`config.mk`:
```
export PLATFORM = sky130hd
export DESIGN_NAME = pixel_sequencer
export DESIGN_NICKNAME = d
export VERILOG_FILES = /design/src/rtl/pixel_seq_pkg.sv /design/src/rtl/pixel_sequencer_readout_scanner.sv /design/src/rtl/pixel_sequencer.sv
export SDC_FILE = /design/constraint.sdc
export NUM_CORES = 1
export LEC_CHECK = 0
export CAP_MARGIN = 20
export CORE_ASPECT_RATIO = 0.5
export CORE_UTILIZATION = 50
export DETAILED_ROUTE_END_ITERATION = 7
export GPL_TIMING_DRIVEN = 0
export PLACE_DENSITY = 0.74
export SLEW_MARGIN = 40
export SYNTH_ARGS = -nofsm -noshare
export SYNTH_HDL_FRONTEND = slang
export SYNTH_SLANG_ARGS = --single-unit
```
`constraint.sdc`:
```
create_clock -name SYSTEM_CLK -period 5.72 [get_ports SYSTEM_CLK]
set_input_delay 1.716 -clock SYSTEM_CLK [delete_from_list [all_inputs] [get_ports SYSTEM_CLK]]
set_output_delay 1.716 -clock SYSTEM_CLK [all_outputs]
set_load 0.02 [all_outputs]
```
`src/rtl/pixel_seq_pkg.sv`:
```
// Shared types and elaboration helpers for the pixel frame sequencer.
package pixel_seq_pkg;

  typedef enum logic [2:0] {ST_IDLE, ST_ERASE, ST_EXPOSE, ST_CONVERT, ST_READ} state_t;

  function automatic int chunks(int width, int bus_w);
    return width / bus_w;
  endfunction

  // Select width for a 0..n-1 index; never narrower than one bit.
  function automatic int sel_w(int n);
    return (n > 1) ? $clog2(n) : 1;
  endfunction

  // Shared phase counter must hold ERASE-1, EXPOSE-1 and the full conversion code.
  function automatic int cnt_w(int erase_c, int expose_c, int bit_depth);
    int w = bit_depth;
    if (sel_w(erase_c) > w) w = sel_w(erase_c);
    if (sel_w(expose_c) > w) w = sel_w(expose_c);
    return w;
  endfunction

endpackage

```
`src/rtl/pixel_sequencer_readout_scanner.sv`:
```
// Row/chunk readout scan: two cycles per chunk, strobe high on the second.
module readout_scanner
  import pixel_seq_pkg::*;
#(
  parameter int HEIGHT = 100,
  parameter int CHUNKS = 10,
  parameter int RW     = sel_w(HEIGHT),
  parameter int CHW    = sel_w(CHUNKS)
) (
  input  logic           gclk,
  input  logic           grst_n,
  input  logic           start,
  output logic           read_en,
  output logic [RW-1:0]  row,
  output logic [CHW-1:0] chunk,
  output logic           dclk,
  output logic           last
);

  localparam logic [RW-1:0]  ROW_LAST   = RW'(HEIGHT - 1);
  localparam logic [CHW-1:0] CHUNK_LAST = CHW'(CHUNKS - 1);

  always_ff @(posedge gclk or negedge grst_n) begin
    if (!grst_n) begin
      read_en <= 1'b0;
      row     <= '0;
      chunk   <= '0;
      dclk    <= 1'b0;
      last    <= 1'b0;
    end else if (start) begin
      read_en <= 1'b1;
      row     <= '0;
      chunk   <= '0;
      dclk    <= 1'b0;
      last    <= 1'b0;
    end else if (read_en) begin
      if (!dclk) begin
        dclk <= 1'b1;
        last <= (row == ROW_LAST) && (chunk == CHUNK_LAST);
      end else begin
        dclk <= 1'b0;
        last <= 1'b0;
        if (chunk == CHUNK_LAST) begin
          chunk <= '0;
          if (row == ROW_LAST) begin
            read_en <= 1'b0;
            row     <= '0;
          end else begin
            row <= row + 1'b1;
          end
        end else begin
          chunk <= chunk + 1'b1;
        end
      end
    end
  end

endmodule

```
`src/rtl/pixel_sequencer.sv`:
```
// Global frame controller: erase, expose, ramp conversion, then row/chunk readout.
module pixel_sequencer
  import pixel_seq_pkg::*;
#(
  parameter int WIDTH                  = 100,
  parameter int HEIGHT                 = 100,
  parameter int OUTPUT_BUS_PIXEL_WIDTH = 10,
  parameter int BIT_DEPTH              = 10,
  parameter int ERASE_CYCLES           = 5,
  parameter int EXPOSE_CYCLES          = 255
) (
  input  logic                                                  SYSTEM_CLK,
  input  logic                                                  SYSTEM_RESET,
  input  logic                                                  ENABLE,
  output logic                                                  ERASE,
  output logic                                                  EXPOSE,
  output logic                                                  CONVERT,
  output logic [BIT_DEPTH-1:0]                                  CONV_COUNT,
  output logic                                                  READ_EN,
  output logic [sel_w(HEIGHT)-1:0]                              READ_ROW,
  output logic [sel_w(chunks(WIDTH, OUTPUT_BUS_PIXEL_WIDTH))-1:0] READ_CHUNK,
  output logic                                                  DATA_OUT_CLK,
  output logic                                                  FRAME_DONE,
  output logic                                                  BUSY
);

  localparam int CHUNKS = chunks(WIDTH, OUTPUT_BUS_PIXEL_WIDTH);
  localparam int CW     = cnt_w(ERASE_CYCLES, EXPOSE_CYCLES, BIT_DEPTH);
  localparam logic [CW-1:0] ERASE_LAST  = CW'(ERASE_CYCLES - 1);
  localparam logic [CW-1:0] EXPOSE_LAST = CW'(EXPOSE_CYCLES - 1);
  localparam logic [CW-1:0] CONV_LAST   = CW'((2 ** BIT_DEPTH) - 1);

  if (WIDTH % OUTPUT_BUS_PIXEL_WIDTH != 0) begin : g_bad_width
    $error("WIDTH must be a multiple of OUTPUT_BUS_PIXEL_WIDTH");
  end

  state_t        state;
  logic [CW-1:0] cnt;
  logic          scan_start;
  logic          scan_last;

  // Scanner loads on the same edge that leaves CONVERT, so READ_EN lines up with state.
  assign scan_start = (state == ST_CONVERT) && (cnt == CONV_LAST);
  assign FRAME_DONE = scan_last;

  always_ff @(posedge SYSTEM_CLK or negedge SYSTEM_RESET) begin
    if (!SYSTEM_RESET) begin
      state      <= ST_IDLE;
      cnt        <= '0;
      ERASE      <= 1'b0;
      EXPOSE     <= 1'b0;
      CONVERT    <= 1'b0;
      CONV_COUNT <= '0;
      BUSY       <= 1'b0;
    end else begin
      case (state)
        ST_IDLE: if (ENABLE) begin
          state <= ST_ERASE;
          ERASE <= 1'b1;
          BUSY  <= 1'b1;
          cnt   <= '0;
        end
        ST_ERASE: if (cnt == ERASE_LAST) begin
          state  <= ST_EXPOSE;
          ERASE  <= 1'b0;
          EXPOSE <= 1'b1;
          cnt    <= '0;
        end else begin
          cnt <= cnt + 1'b1;
        end
        ST_EXPOSE: if (cnt == EXPOSE_LAST) begin
          state      <= ST_CONVERT;
          EXPOSE     <= 1'b0;
          CONVERT    <= 1'b1;
          CONV_COUNT <= '0;
          cnt        <= '0;
        end else begin
          cnt <= cnt + 1'b1;
        end
        ST_CONVERT: if (cnt == CONV_LAST) begin
          state      <= ST_READ;
          CONVERT    <= 1'b0;
          CONV_COUNT <= '0;
          cnt        <= '0;
        end else begin
          cnt        <= cnt + 1'b1;
          CONV_COUNT <= BIT_DEPTH'(cnt + 1'b1);
        end
        ST_READ: if (scan_last) begin
          if (ENABLE) begin
            state <= ST_ERASE;
            ERASE <= 1'b1;
          end else begin
            state <= ST_IDLE;
            BUSY  <= 1'b0;
          end
        end
        default: begin
          state <= ST_IDLE;
          BUSY  <= 1'b0;
        end
      endcase
    end
  end

  readout_scanner #(
    .HEIGHT (HEIGHT),
    .CHUNKS (CHUNKS)
  ) u_scan (
    .gclk    (SYSTEM_CLK),
    .grst_n  (SYSTEM_RESET),
    .start   (scan_start),
    .read_en (READ_EN),
    .row     (READ_ROW),
    .chunk   (READ_CHUNK),
    .dclk    (DATA_OUT_CLK),
    .last    (scan_last)
  );

endmodule

```
After elaboration in Yosys (flattened, before gate mapping)
Cells that the tools add are included.
{"block": "word_totals", "in_bits": 3, "ff_bits": 41, "out_inout_bits": 28, "word_cells": 99}
{"block": "op_classes", "n_eq_ne": 15, "mux": 48, "bitwise_logic": 1, "add_sub_neg": 3, "reduce_logical": 20}
{"cell": "$mux W10", "n": 5}
{"cell": "$pmux W10 S4", "n": 1}
{"cell": "$mux W7", "n": 5}
{"cell": "$mux W1", "n": 22}
{"cell": "$pmux W10 S2", "n": 1}
{"cell": "$mux W4", "n": 4}
{"cell": "$mux W3", "n": 5}
{"cell": "$pmux W3 S5", "n": 1}
{"cell": "$reduce_and A3 Y1", "n": 4}
{"cell": "$add A10 B1 Y10 const B", "n": 1}
{"cell": "$eq A10 B10 Y1 const B", "n": 1}
{"cell": "$eq A10 B3 Y1 const B", "n": 1}
{"cell": "$eq A10 B8 Y1 const B", "n": 1}
{"cell": "$reduce_bool A2 Y1", "n": 5}
{"cell": "$ne A2 B2 Y1 const B", "n": 4}
{"cell": "$add A7 B1 Y7 const B", "n": 1}
{"cell": "$eq A7 B7 Y1 const B", "n": 1}
{"cell": "$eq A3 B2 Y1 const B", "n": 2}
{"cell": "$pmux W1 S3", "n": 2}
{"cell": "$reduce_and A2 Y1", "n": 3}
{"cell": "$reduce_and A5 Y1", "n": 1}
{"cell": "$add A4 B1 Y4 const B", "n": 1}
{"cell": "$eq A4 B4 Y1 const B", "n": 1}
{"cell": "$ne A2 B1 Y1 const B", "n": 2}
{"cell": "other kinds (10)", "n": 12}

Depth between registers and ports, before layout
Gate-level depths: netlist of run 1.
{"block": "depth", "ltp_word": 6, "depth_mapped": 6, "ltp_nobuf": 6}

By module
From an unflattened synthesis of run 1, not the netlist that was laid out.
{"block": "unflattened", "cells_unflattened": 216, "hier_area_um2": 2195.9}
{"mod": "pixel_sequencer", "seq_area_each_um2": 675.6, "area_per_inst_um2": 1437.6, "instances": 1, "cells_per_inst": 139}
{"mod": "readout_scanner", "seq_area_each_um2": 350.3, "area_per_inst_um2": 758.2, "instances": 1, "cells_per_inst": 77}

Least setup slack after synthesis of run 1
No wires, ideal clock.
{"block": "synth_timing", "path_type": "input to register", "from": "in ENABLE", "to": "reg cnt[2]", "path_slack_ns": 3.133, "path_buffers": 1, "path_stages": 4, "setup_ns": 0.135, "arrival_time_ns": 2.453, "t_required_ns": 5.585, "path_cell_list": "o21ai_0 clkbuf_1 mux2i_1 nor3_1"}
{"block": "synth_via", "elab_chain_cells": 2}
{"element": "start: declaration", "line_no": "pixel_sequencer.sv:14", "source": "input logic ENABLE,"}
{"element": "$ne A2 B2 Y1 (no source line)"}
{"element": "$reduce_and A2 Y1 (no source line)"}
{"element": "end signal: assignment", "line_no": "pixel_sequencer.sv:69", "source": "cnt <= cnt + 1'b1;"}
{"element": "end signal: assignment", "line_no": "pixel_sequencer.sv:78", "source": "cnt <= cnt + 1'b1;"}
{"element": "end signal: assignment", "line_no": "pixel_sequencer.sv:86", "source": "cnt <= cnt + 1'b1;"}
{"element": "end: declaration", "line_no": "pixel_sequencer.sv:38", "source": "logic [CW-1:0] cnt;"}
Every way passes these cells.
A chain may end at the register's enable or synchronous reset.

Final worst setup path of run 1
{"block": "layout_timing", "from": "reg u_scan.read_en", "to": "out READ_EN"}
{"element": "start: declaration", "line_no": "pixel_sequencer_readout_scanner.sv:13", "source": "output logic read_en,"}
{"element": "start signal: assignment", "line_no": "pixel_sequencer_readout_scanner.sv:25", "source": "read_en <= 1'b0;"}
{"element": "start signal: assignment", "line_no": "pixel_sequencer_readout_scanner.sv:31", "source": "read_en <= 1'b1;"}
{"element": "start signal: assignment", "line_no": "pixel_sequencer_readout_scanner.sv:46", "source": "read_en <= 1'b0;"}
{"element": "end: declaration", "line_no": "pixel_sequencer.sv:19", "source": "output logic READ_EN,"}
No word-level cell between the ends.

==> key figures, run 1 <==
Routing
  • Detailed Routing Iterations Pass 1: 4
  • Post-route ant nets: 0
  • DR vias/cell: just under 6
  • DR WL/cell: 15.4 um
  • Via count: around 1,800
  • Post-Route WL: a little under 5 mm
  • # DRC: 0
  • Starting DRC count in detailed routing: between 100 and 150

Yosys
  • Post-Syn Area per Cell: slightly below 10 um^2
  • Ys flop type: dfrtp_1
  • Yosys cell types: 45
  • Cells after synthesis: between 200 and 250
  • Yosys reg bits: 41
  • Cell area after synthesis: ~2200 um^2
  • Ys async rst share: 100%
  • Number of enable flip-flop cells after synthesis: 0
  • Syn_nets: 231
  • Register area share after synthesis: roughly 48%
  • Yosys warns: 0

Placement
  • GP Congestion: roughly 0.84
  • Number of port buffers: 30
  • Area after DPL: roughly 2500 um^2
  • Dpl ws: 2.37 ns
  • Dpl hpwl: roughly 3.3 mm

Power
  • PnR Total Power: ~0.0009 W
  • Lkg Pwr: ~1.1 nW
  • Cell area power density: 343 nW/um^2
  • Clock power share: 20.8%
  • VDD IR max: between 0.1 and 0.15 mV
  • Net Sw Frac: between 30 and 40%
  • Flop pwr share: roughly two fifths
  • Sw Pwr: 0.000347 W
  • Internal: roughly 0.00055 W
  • Comb pwr share: 39.5%

Cells and area
  • Area Overhead vs Synth: 20.6%
  • Sequential cell area: a little over 1000 um^2
  • # diodes: 0
  • Share of layout cells above drive strength 1: 8.46%
  • Area occupied by multi-input gates: roughly 1000 um^2
  • Fillers: 350
  • Final Util: about two thirds
  • Cell area after layout: 2600 um^2
  • Final nets: about 270

Worst setup path
  • Crit path DAT: around 1.5 ns
  • Crit-path max cell delay: around 0.66 ns
  • Crit. End Element: output port
  • CP max FO: 8
  • Startpoint types: flip-flop
  • Worst EP required: 4.00 ns
  • CP Class: flip-flop to output port
  • Gate family responsible for the most delay along the worst path: buffers and inverters
  • Crit path buf inv count: 1
  • Cell Chain, Critical Path: clkdlybuf4s50_1
  • CP max-delay cell: clkdlybuf4s50_1

Timing
  • Worst Clk Skew: between 0.009 and 0.01 ns
  • Period utilisation layout: a little under three fifths
  • Final setup violation count: 0
  • Final hold vios: 0
  • Slew headroom: about half
  • Fin. max-slew vios: 0
  • Worst slew pin tran: about 0.76 ns
  • Setup TNS after final layout: 0 ns
  • Post-route minimum period: 3.18 ns
  • Fmax: between 300 and 400 MHz
  • RSZ-0062 raised after global routing: no
  • Setup WS post-layout: around 2.5 ns

Clock network
  • Worst-Skew Late Latency: 0.30 ns
  • H-tree levels: 2
  • # Post-CTS Setup Buffers: 0
  • Num CTS Buffers: 5
  • Cts hold-fix bufs: 0
  • CTS Buffer Depth: 2
  • Worst-path clk slew: 0.07 ns
  • Post-CTS resize count: 0
  • CTS tree: done
  • CTS sink count: 41
  • Root Buffer: clkbuf_8

Floorplanning
  • Initial Util: 53.6%
  • Ports: 31
  • Die H: between 40 and 50 um
  • Core footprint: 4020 um^2
  • Site Rows: 16
  • Die ar.: roughly 4600 um^2
  • Die X: about 95 um

GRT
  • Grt ovf: 0
  • Initial antenna violation count: 0
  • First-pass GRT wire length: just over 8 mm
  • Largest net degree at the start of global routing: 42
  • GRT Total Usage: a little under a quarter
  • Vias in the first global route: approximately 1,800

Status
  • Outcome: finished, final reports clean

Hold path
  • HP Class: flip-flop to flip-flop

Flow run
  • Maxcap violations: 0
## cells in the final DEF (no fill, tap or decap), drive strengths merged, types with 9 or more instances in the layout
| cell type | count |
|---|---|
| nor3 | 9 |
| clkbuf | 11 |
| o21ai | 12 |
| nand3 | 15 |
| nand2 | 19 |
| dfrtp | 41 |
| clkdlybuf4s50 | 29 |
| nor2 | 16 |
| a21oi | 9 |
| inv | 12 |
## worst paths after layout
kind	startpoint	cells past startpoint	slack, ns	to
max in group asynchronous	SYSTEM_RESET	1	3.98	u_scan.row[5]
min in group asynchronous	SYSTEM_RESET	1	1.39	u_scan.dclk
setup / recovery	u_scan.read_en	1	2.54	READ_EN
setup reg to reg	cnt[1]	5	3.45	cnt[9]
hold / removal	EXPOSE	1	0.49	EXPOSE
hold reg to reg	EXPOSE	1	0.49	EXPOSE
## cells in the mapped netlist, types with 5 or more instances
cell type,instances,area [um^2]
nand4_1,6,37.5
xor2_1,5,43.8
ha_1,6,75.1
o2bb2ai_1,7,61.3
dfrtp_1,41,1030
nor3_1,9,45.0
buf_2,6,30.0
nor2_1,16,60.1
a21oi_1,8,40.0
o21ai_0,12,60.1
inv_1,12,45.0
nand2_1,19,71.3
nand3_1,15,75.1
## logic make-up after synthesis
| kind of cell | Yosys count | share of synthesized area, % |
|---|---|---|
| and+or+nand+nor | 89 | 22.3 |
| AOI/OAI and AO/OA | 56 | 19.0 |
| DFF | 41 | 47.5 |
| buffers and inverters | 21 | 4.00 |
| xor gates and xnor gates | 8 | 3.25 |
| adders and majority gates | 6 | 3.48 |
| muxes | 1 | 0.464 |
## area by class of cell
type,count,share of cell area [%]
clock buffers,8,3.08
multi-input cells,160,40.2
plain buffers,9,1.59
inverters,12,1.73
repair buffers,30,11.4
flip-flops and latches,41,39.4
well taps,54,2.59
## stage by stage
stage	hold slack [ns]	instances
2_1_floorplan	0.524	222
4_1_cts	0.492	314
3_3_place_gp	0.463	306
5_1_grt	0.507	314
6_report	0.487	314
3_5_place_dp	0.474	306
## metal layers
| metal | vias up | GRT usage [%] | share of wire, % |
|---|---|---|---|
| met2 | 49 | 37.2 | 44 |
| met3 | 6 | 5.66 | 5.0 |
| li1 | 888 | - | - |
| met1 | 899 | 32.6 | 51 |
| met4 | 0 | 6.06 | 0.68 |
| met5 | - | 0 | 0 |
## sequential cells by signal (all words and copies together) (netlist names), 3 cells and up
| register | count |
|---|---|
| CONV_COUNT | 10 |
| cnt | 10 |
| u_scan.row | 7 |
| u_scan.chunk | 4 |
| state | 3 |
## power by group through the flow
stage,combinational (W),clock [W],sequential [W]
floorplan,0.000218,0,0.000375
global placement,0.000337,0,0.000358
detailed placement,0.000346,0,0.000360
CTS,0.000350,0.000188,0.000354
global route,0.000389,0.000199,0.000361
finish,0.000353,0.000185,0.000355
Note: power is estimated with default switching activity, not from simulation.
==> run 2: changes to the inputs <==
--- a/config.mk
+++ b/config.mk
@@ -7,10 +7,10 @@
 export LEC_CHECK = 0
 export CAP_MARGIN = 20
 export CORE_ASPECT_RATIO = 0.5
-export CORE_UTILIZATION = 50
+export CORE_UTILIZATION = 49
 export DETAILED_ROUTE_END_ITERATION = 7
 export GPL_TIMING_DRIVEN = 0
-export PLACE_DENSITY = 0.74
+export PLACE_DENSITY = 0.76
 export SLEW_MARGIN = 40
 export SYNTH_ARGS = -nofsm -noshare
 export SYNTH_HDL_FRONTEND = slang
==> constraint.sdc (replaced) <==
create_clock -name SYSTEM_CLK -period 2.9 [get_ports SYSTEM_CLK]
set_input_delay 0.87 -clock SYSTEM_CLK [delete_from_list [all_inputs] [get_ports SYSTEM_CLK]]
set_output_delay 0.87 -clock SYSTEM_CLK [all_outputs]
set_load 0.02 [all_outputs]
==> key figures, run 2 (synthesis results as in run 1) <==
Status
  • Outcome: finished, final reports clean

Timing
  • Fin. max-slew vios: 0 (unchanged)
  • Final setup violation count: 0 (unchanged)
  • Slew headroom: 49.0% (about the same)
  • Post-route minimum period: 2.30 ns
  • Worst slew pin tran: 0.759 ns (+0.000248 ns)
  • Period utilisation layout: slightly below 80%
  • RSZ-0062 raised after global routing: no
  • Final hold vios: 0 (unchanged)
  • Hold WS: 0.490 ns (+0.00328 ns)
  • Setup TNS after final layout: 0 ns (unchanged)
  • Fmax: 434 MHz
  • Worst Clk Skew: 0.00846 ns (-0.00145 ns)

Routing
  • DR top layer: met4
  • Post-route ant nets: 0 (unchanged)
  • DR WL met2: 2.11 mm (+0.28%)
  • Detailed Routing Iterations Pass 1: 4 (unchanged)
  • # DRC: 0 (unchanged)
  • Post-Route WL: 4.79 mm (-0.66%)
  • Metal-1 WL: 2.31 mm (-5.3%)
  • DR vias/cell: 5.91 (+0.76%)
  • DR WL/cell: 15.3 um (-0.35%)
  • Routed wl met3: 301 um (+26%)
  • Via count: 1,850 (+0.43%)
  • Starting DRC count in detailed routing: 130 (+7.4%)

GRT
  • First-pass GRT wire length: 8.32 mm (+0.84%)
  • Grt ovf: 0 (unchanged)
  • Largest net degree at the start of global routing: 42 (unchanged)
  • Initial antenna violation count: 0 (unchanged)
  • GRT Total Usage: 23.5% (about the same)
  • Vias in the first global route: 1,753 (-0.34%)

Floorplanning
  • Site Rows: 16 (unchanged)
  • Ports: 31 (unchanged)
  • Die H: 48.9 um (+0.97%)
  • Die X: 95.9 um (+1.0%)
  • Die ar.: 4690 um^2 (+2.0%)
  • Initial Util: 53.1% (-0.53 points)
  • Core footprint: 4060 um^2 (+1.0%)

Worst setup path
  • Worst Setup EP: DATA_OUT_CLK
  • CP max FO: 7 (-1)
  • Worst path depth: 1 (unchanged)
  • Reg-to-reg slack, setup: 0.63 ns (-2.82 ns)
  • Crit-path max cell delay: 0.65 ns (about the same)
  • CP max-delay cell: clkdlybuf4s50_1
  • Critical R2R Launch: cnt[1]
  • Worst EP required: 2.03 ns (-1.97 ns)
  • Worst Setup SP: u_scan.dclk
  • CP Class: flip-flop to output port
  • Crit path DAT: 1.43 ns (-0.03 ns)
  • Reg2Reg Depth: 5 (unchanged)
  • Startpoint types: flip-flop
  • Cell Chain, Critical Path: clkdlybuf4s50_1
  • Worst r2r dst: cnt[1]
  • Gate family responsible for the most delay along the worst path: buffers and inverters
  • Crit. End Element: output port
  • Crit path buf inv count: 1 (unchanged)

Clock network
  • Post-CTS resize count: 0 (unchanged)
  • CTS Buffer Depth: 2 (unchanged)
  • CTS tree: done
  • H-tree levels: 2 (unchanged)
  • Num CTS Buffers: 5 (unchanged)
  • Worst-path clk slew: 0.08 ns (about the same)
  • Worst-Skew Late Latency: 0.30 ns (about the same)
  • Cts hold-fix bufs: 0 (unchanged)
  • Root Buffer: clkbuf_8
  • CTS sink count: 41 (unchanged)
  • # Post-CTS Setup Buffers: 0 (unchanged)

Cells and area
  • # diodes: 0 (unchanged)
  • Share of layout cells above drive strength 1: 9.27% (+0.80 points)
  • Final Util: 64.7% (about the same)
  • Top flop regs: CONV_COUNT (10), cnt (10), u_scan.row (7)
  • Area Overhead vs Synth: 21.7%
  • Fillers: 344 (-1.7%)
  • Final nets: 268 (unchanged)
  • Most frequent cells in the layout: 41 x dfrtp_1, 29 x clkdlybuf4s50_1, 19 x nand2_1, 16 x nor2_1, 15 x nand3_1
  • Commonest non-fill, non-tap cell in the layout: dfrtp_1

Power
  • Cell area power density: 699 nW/um^2 (+100%)
  • VDD IR max: 0.266 mV (+79%)
  • PnR Total Power: 0.00184 W (+110%)
  • Lkg Pwr: 1.10 nW (+1.3%)

Placement
  • Dpl hpwl: 3.31 mm (-0.52%)
  • Number of port buffers: 30 (unchanged)
  • GP Congestion: 0.846 (+1.1%)

Hold path
  • HP Class: flip-flop to flip-flop

Flow run
  • Maxcap violations: 0 (unchanged)
run 2: changes by cell type in the layout (fill, tap and decap cells not counted):
cell | before | now
clkinv_2 | 0 | 1
bufinv_16 | 0 | 1
clkbuf_1 | 6 | 3
run 2: layer usage:
layer	vias up	GRT usage [%]
li1	895	-
met1	896	33.6
met2	50	34.6
met3	9	6.07
met4	0	7.96
met5	-	0
run 2: worst min-delay path by stage:
| stage | startpoint | endpoint | cells past startpoint | slack, ns |
|---|---|---|---|---|
| after detailed placement | CONVERT | CONVERT | 2 | 0.47 |
| after floorplan | cnt[7] | cnt[7] | 2 | 0.52 |
| after global routing | EXPOSE | EXPOSE | 1 | 0.51 |
| after CTS | EXPOSE | EXPOSE | 1 | 0.49 |
| after global placement | EXPOSE | EXPOSE | 1 | 0.46 |
| final | EXPOSE | EXPOSE | 1 | 0.49 |
run 2: per-stage QoR:
step	instance area, um^2	cells	worst slack, ns
2_1_floorplan	2160	222	0.854
3_3_place_gp	2530	306	-0.0754
3_5_place_dp	2520	306	0.431
4_1_cts	2630	313	0.589
5_1_grt	2630	313	0.445
6_report	2630	313	0.595
run 2: cell type report:
cell class                 instances  area, um^2  share of cell area, %
buffer                             9        41.3                   1.57
clock buffer                       5        68.8                   2.62
clock inverter                     2        35.0                   1.33
inverter                          12        45.0                   1.71
multi-input combinational        160        1050                   39.8
sequential                        41        1030                   39.0
tap                               54        67.6                   2.57
timing repair buffer              30         298                   11.3
run 2: power by group:
group,total (W),internal [W],switching [W]
logic,0.000684,0.000259,0.000424
clock network,0.000452,0.000250,0.000202
registers,0.000701,0.000648,0.0000526
==> run 3: changes to the inputs <==
==> constraint.sdc (replaced) <==
create_clock -name SYSTEM_CLK -period 1.9 [get_ports SYSTEM_CLK]
set_input_delay 0.57 -clock SYSTEM_CLK [delete_from_list [all_inputs] [get_ports SYSTEM_CLK]]
set_output_delay 0.57 -clock SYSTEM_CLK [all_outputs]
set_load 0.02 [all_outputs]
==> key figures, run 3 (synthesis results as in run 1) <==
Power
  • Cell area power density: 1120 nW/um^2 (+60%)
  • Sw Pwr: 0.00117 W (+73%)
  • Clock power share: 22.4% (-2.2 points)
  • Comb pwr share: 43.1% (+5.9 points)
  • Flop pwr share: 34.4% (-3.7 points)
  • VDD IR max: 0.493 mV (+85%)
  • PnR Total Power: 0.00324 W (+77%)
  • Net Sw Frac: 36.2% (-0.80 points)
  • Lkg Pwr: 1.32 nW (+20%)
  • Internal: 0.00207 W (+79%)

Cells and area
  • Most frequent cells in the layout: 37 x dfrtp_1, 21 x buf_4, 19 x nand2_1, 16 x nor2_1, 15 x clkdlybuf4s50_1
  • Top flop regs: CONV_COUNT (10), cnt (10), u_scan.row (7)
  • Final nets: 284 (+6.0%)
  • Final std cells w/o fill: 330 (+5.4%)
  • Area Overhead vs Synth: 34.8%
  • Cell area after layout: 2910 um^2 (+11%)
  • # diodes: 0 (unchanged)
  • Share of layout cells above drive strength 1: 21.0% (+12 points)
  • Commonest non-fill, non-tap cell in the layout: dfrtp_1

Timing
  • Post-route minimum period: 1.87 ns
  • Final hold vios: 0 (unchanged)
  • Slew headroom: 59.2% (+10 points)
  • Worst slew pin tran: 0.606 ns (-0.153 ns)
  • Fmax: about 540 MHz
  • Setup WS post-layout: 0.0328 ns (-0.563 ns)
  • Worst Clk Skew: 0.00753 ns (-0.000927 ns)
  • Fin. max-slew vios: 0 (unchanged)
  • Period utilisation layout: 98.3%
  • Final setup violation count: 0 (unchanged)

Worst setup path
  • Crit path DAT: 2.04 ns (+0.61 ns)
  • Crit. End Element: flip-flop
  • CP Class: flip-flop to flip-flop
  • Cell Chain, Critical Path: ha_2 -> nand4_1 -> or4_4 -> buf_2 -> nand3_1 -> nand3_1
  • CP max FO: 6 (-1)
  • Most used cell, CP: nand3_1
  • Worst EP required: 2.07 ns (+0.04 ns)
  • Crit-path max cell delay: 0.51 ns (-0.14 ns)
  • CP max-delay cell: or4_4
  • Startpoint types: flip-flop

GRT
  • GRT Total Usage: 24.4% (+0.91 points)
  • First-pass GRT wire length: 8.64 mm (+3.8%)
  • Vias in the first global route: 1,791 (+2.2%)
  • Grt ovf: 0 (unchanged)
  • Initial antenna violation count: 0 (unchanged)
  • Largest net degree at the start of global routing: 42 (unchanged)

Placement
  • GP Congestion: 0.833 (-1.5%)
  • Area after DPL: 2540 um^2 (+0.84%)
  • Dpl hpwl: 3.36 mm (+1.5%)
  • Number of port buffers: 30 (unchanged)
  • Placed cell count: 306 (unchanged)
  • Dpl ws: -0.341 ns (-0.772 ns)

Clock network
  • Cts hold-fix bufs: 0 (unchanged)
  • Num CTS Buffers: 5 (unchanged)
  • CTS tree: done
  • Worst-Skew Late Latency: 0.30 ns (about the same)
  • CTS Buffer Depth: 2 (unchanged)
  • Root Buffer: clkbuf_8
  • Worst-path clk slew: 0.08 ns (about the same)
  • CTS sink count: 41 (unchanged)
  • H-tree levels: 2 (unchanged)

Hold path
  • HP Class: input port to asynchronous set/reset pin

Floorplanning
  • Die X: 95.9 um (unchanged)
  • Die ar.: 4690 um^2 (unchanged)
  • Core footprint: 4060 um^2 (unchanged)
  • Die H: 48.9 um (unchanged)
  • Ports: 31 (unchanged)
  • Site Rows: 16 (unchanged)
  • Initial Util: 53.1% (unchanged)

Routing
  • Post-Route WL: 5.46 mm (+14%)
  • Detailed Routing Iterations Pass 1: 4 (unchanged)
  • DR vias/cell: 5.96 (+0.85%)
  • Starting DRC count in detailed routing: 132 (+1.5%)
  • Post-route ant nets: 0 (unchanged)
  • Via count: 1,967 (+6.3%)
  • DR WL/cell: 16.6 um (+8.1%)
  • # DRC: 0 (unchanged)

Status
  • Outcome: finished, final reports clean

Flow run
  • Maxcap violations: 0 (unchanged)
[run 3: cell count changes in the layout (fill, tap and decap cells not counted), moves of 3 or more]
cell | before | now
dlygate4sd2_1 | 0 | 12
o21ai_0 | 12 | 9
buf_4 | 1 | 21
dfrtp_2 | 0 | 4
buf_2 | 6 | 2
clkdlybuf4s50_1 | 29 | 15
dfrtp_1 | 41 | 37
[run 3: through the flow]
step	utilization [%]	TNS [ns]	hold WS, ns
floorplan	-	0	0.274
global placement	62.7	-34.96	0.465
detailed placement	62.6	-4.06	0.476
CTS	67.3	-0.00642	0.269
global route	71.6	-0.667	0.279
finish	71.6	0	0.240
[run 3: final cells by class]
type	instances	area [um^2]
multi-input cells	160	1170
repair buffers	50	435
clock buffers	7	86.3
flip-flops and latches	41	1030
fillers	289	1150
clock inverters	1	30.0
well taps	54	67.6
inverters	12	45.0
plain buffers	5	42.5
[run 3: per-layer routing]
layer,up-vias,wire (um),GRT usage (%)
met5,-,0,0
met4,0,76,7.21
met3,10,234,6.70
met2,50,2570,38.8
met1,982,2580,32.7
li1,925,-,-
[run 3: worst paths after layout]
path,from,end,slack [ns],depth (start not counted)
worst max register to register,cnt[1],u_scan.row[6],0.03,6
worst min-delay path,SYSTEM_RESET,u_scan.chunk[1],0.24,1
max in group asynchronous,SYSTEM_RESET,state[0],1.26,1
worst max-delay path,cnt[1],u_scan.row[6],0.03,6
min in group SYSTEM_CLK,CONVERT,CONVERT,0.49,2
worst min register to register,CONVERT,CONVERT,0.49,2
[run 3: critical path: cells and delay by family (launching register included)]
| family | cells | cell delay [ns] |
|---|---|---|
| flops | 1 | 0.43 |
| simple gates | 4 | 0.83 |
| buf+inv | 1 | 0.19 |
| fa+ha+maj | 1 | 0.29 |
[run 3: timing repair]
| item | in CTS | in global routing |
|---|---|---|
| pin swaps | 2 | 6 |
| setup buffers | 3 | 16 |
| resized for setup | 23 | 26 |
| gates cloned | 0 | 1 |
| setup endpoints to repair | 38 | 32 |
[run 3: power groups by stage]
stage | combinational, W | clock (W) | sequential [W]
floorplan | 0.000657 | 0 | 0.00113
global placement | 0.00101 | 0 | 0.00108
detailed placement | 0.00102 | 0 | 0.00109
CTS | 0.00118 | 0.000737 | 0.00107
global route | 0.00151 | 0.000787 | 0.00113
finish | 0.00140 | 0.000727 | 0.00112
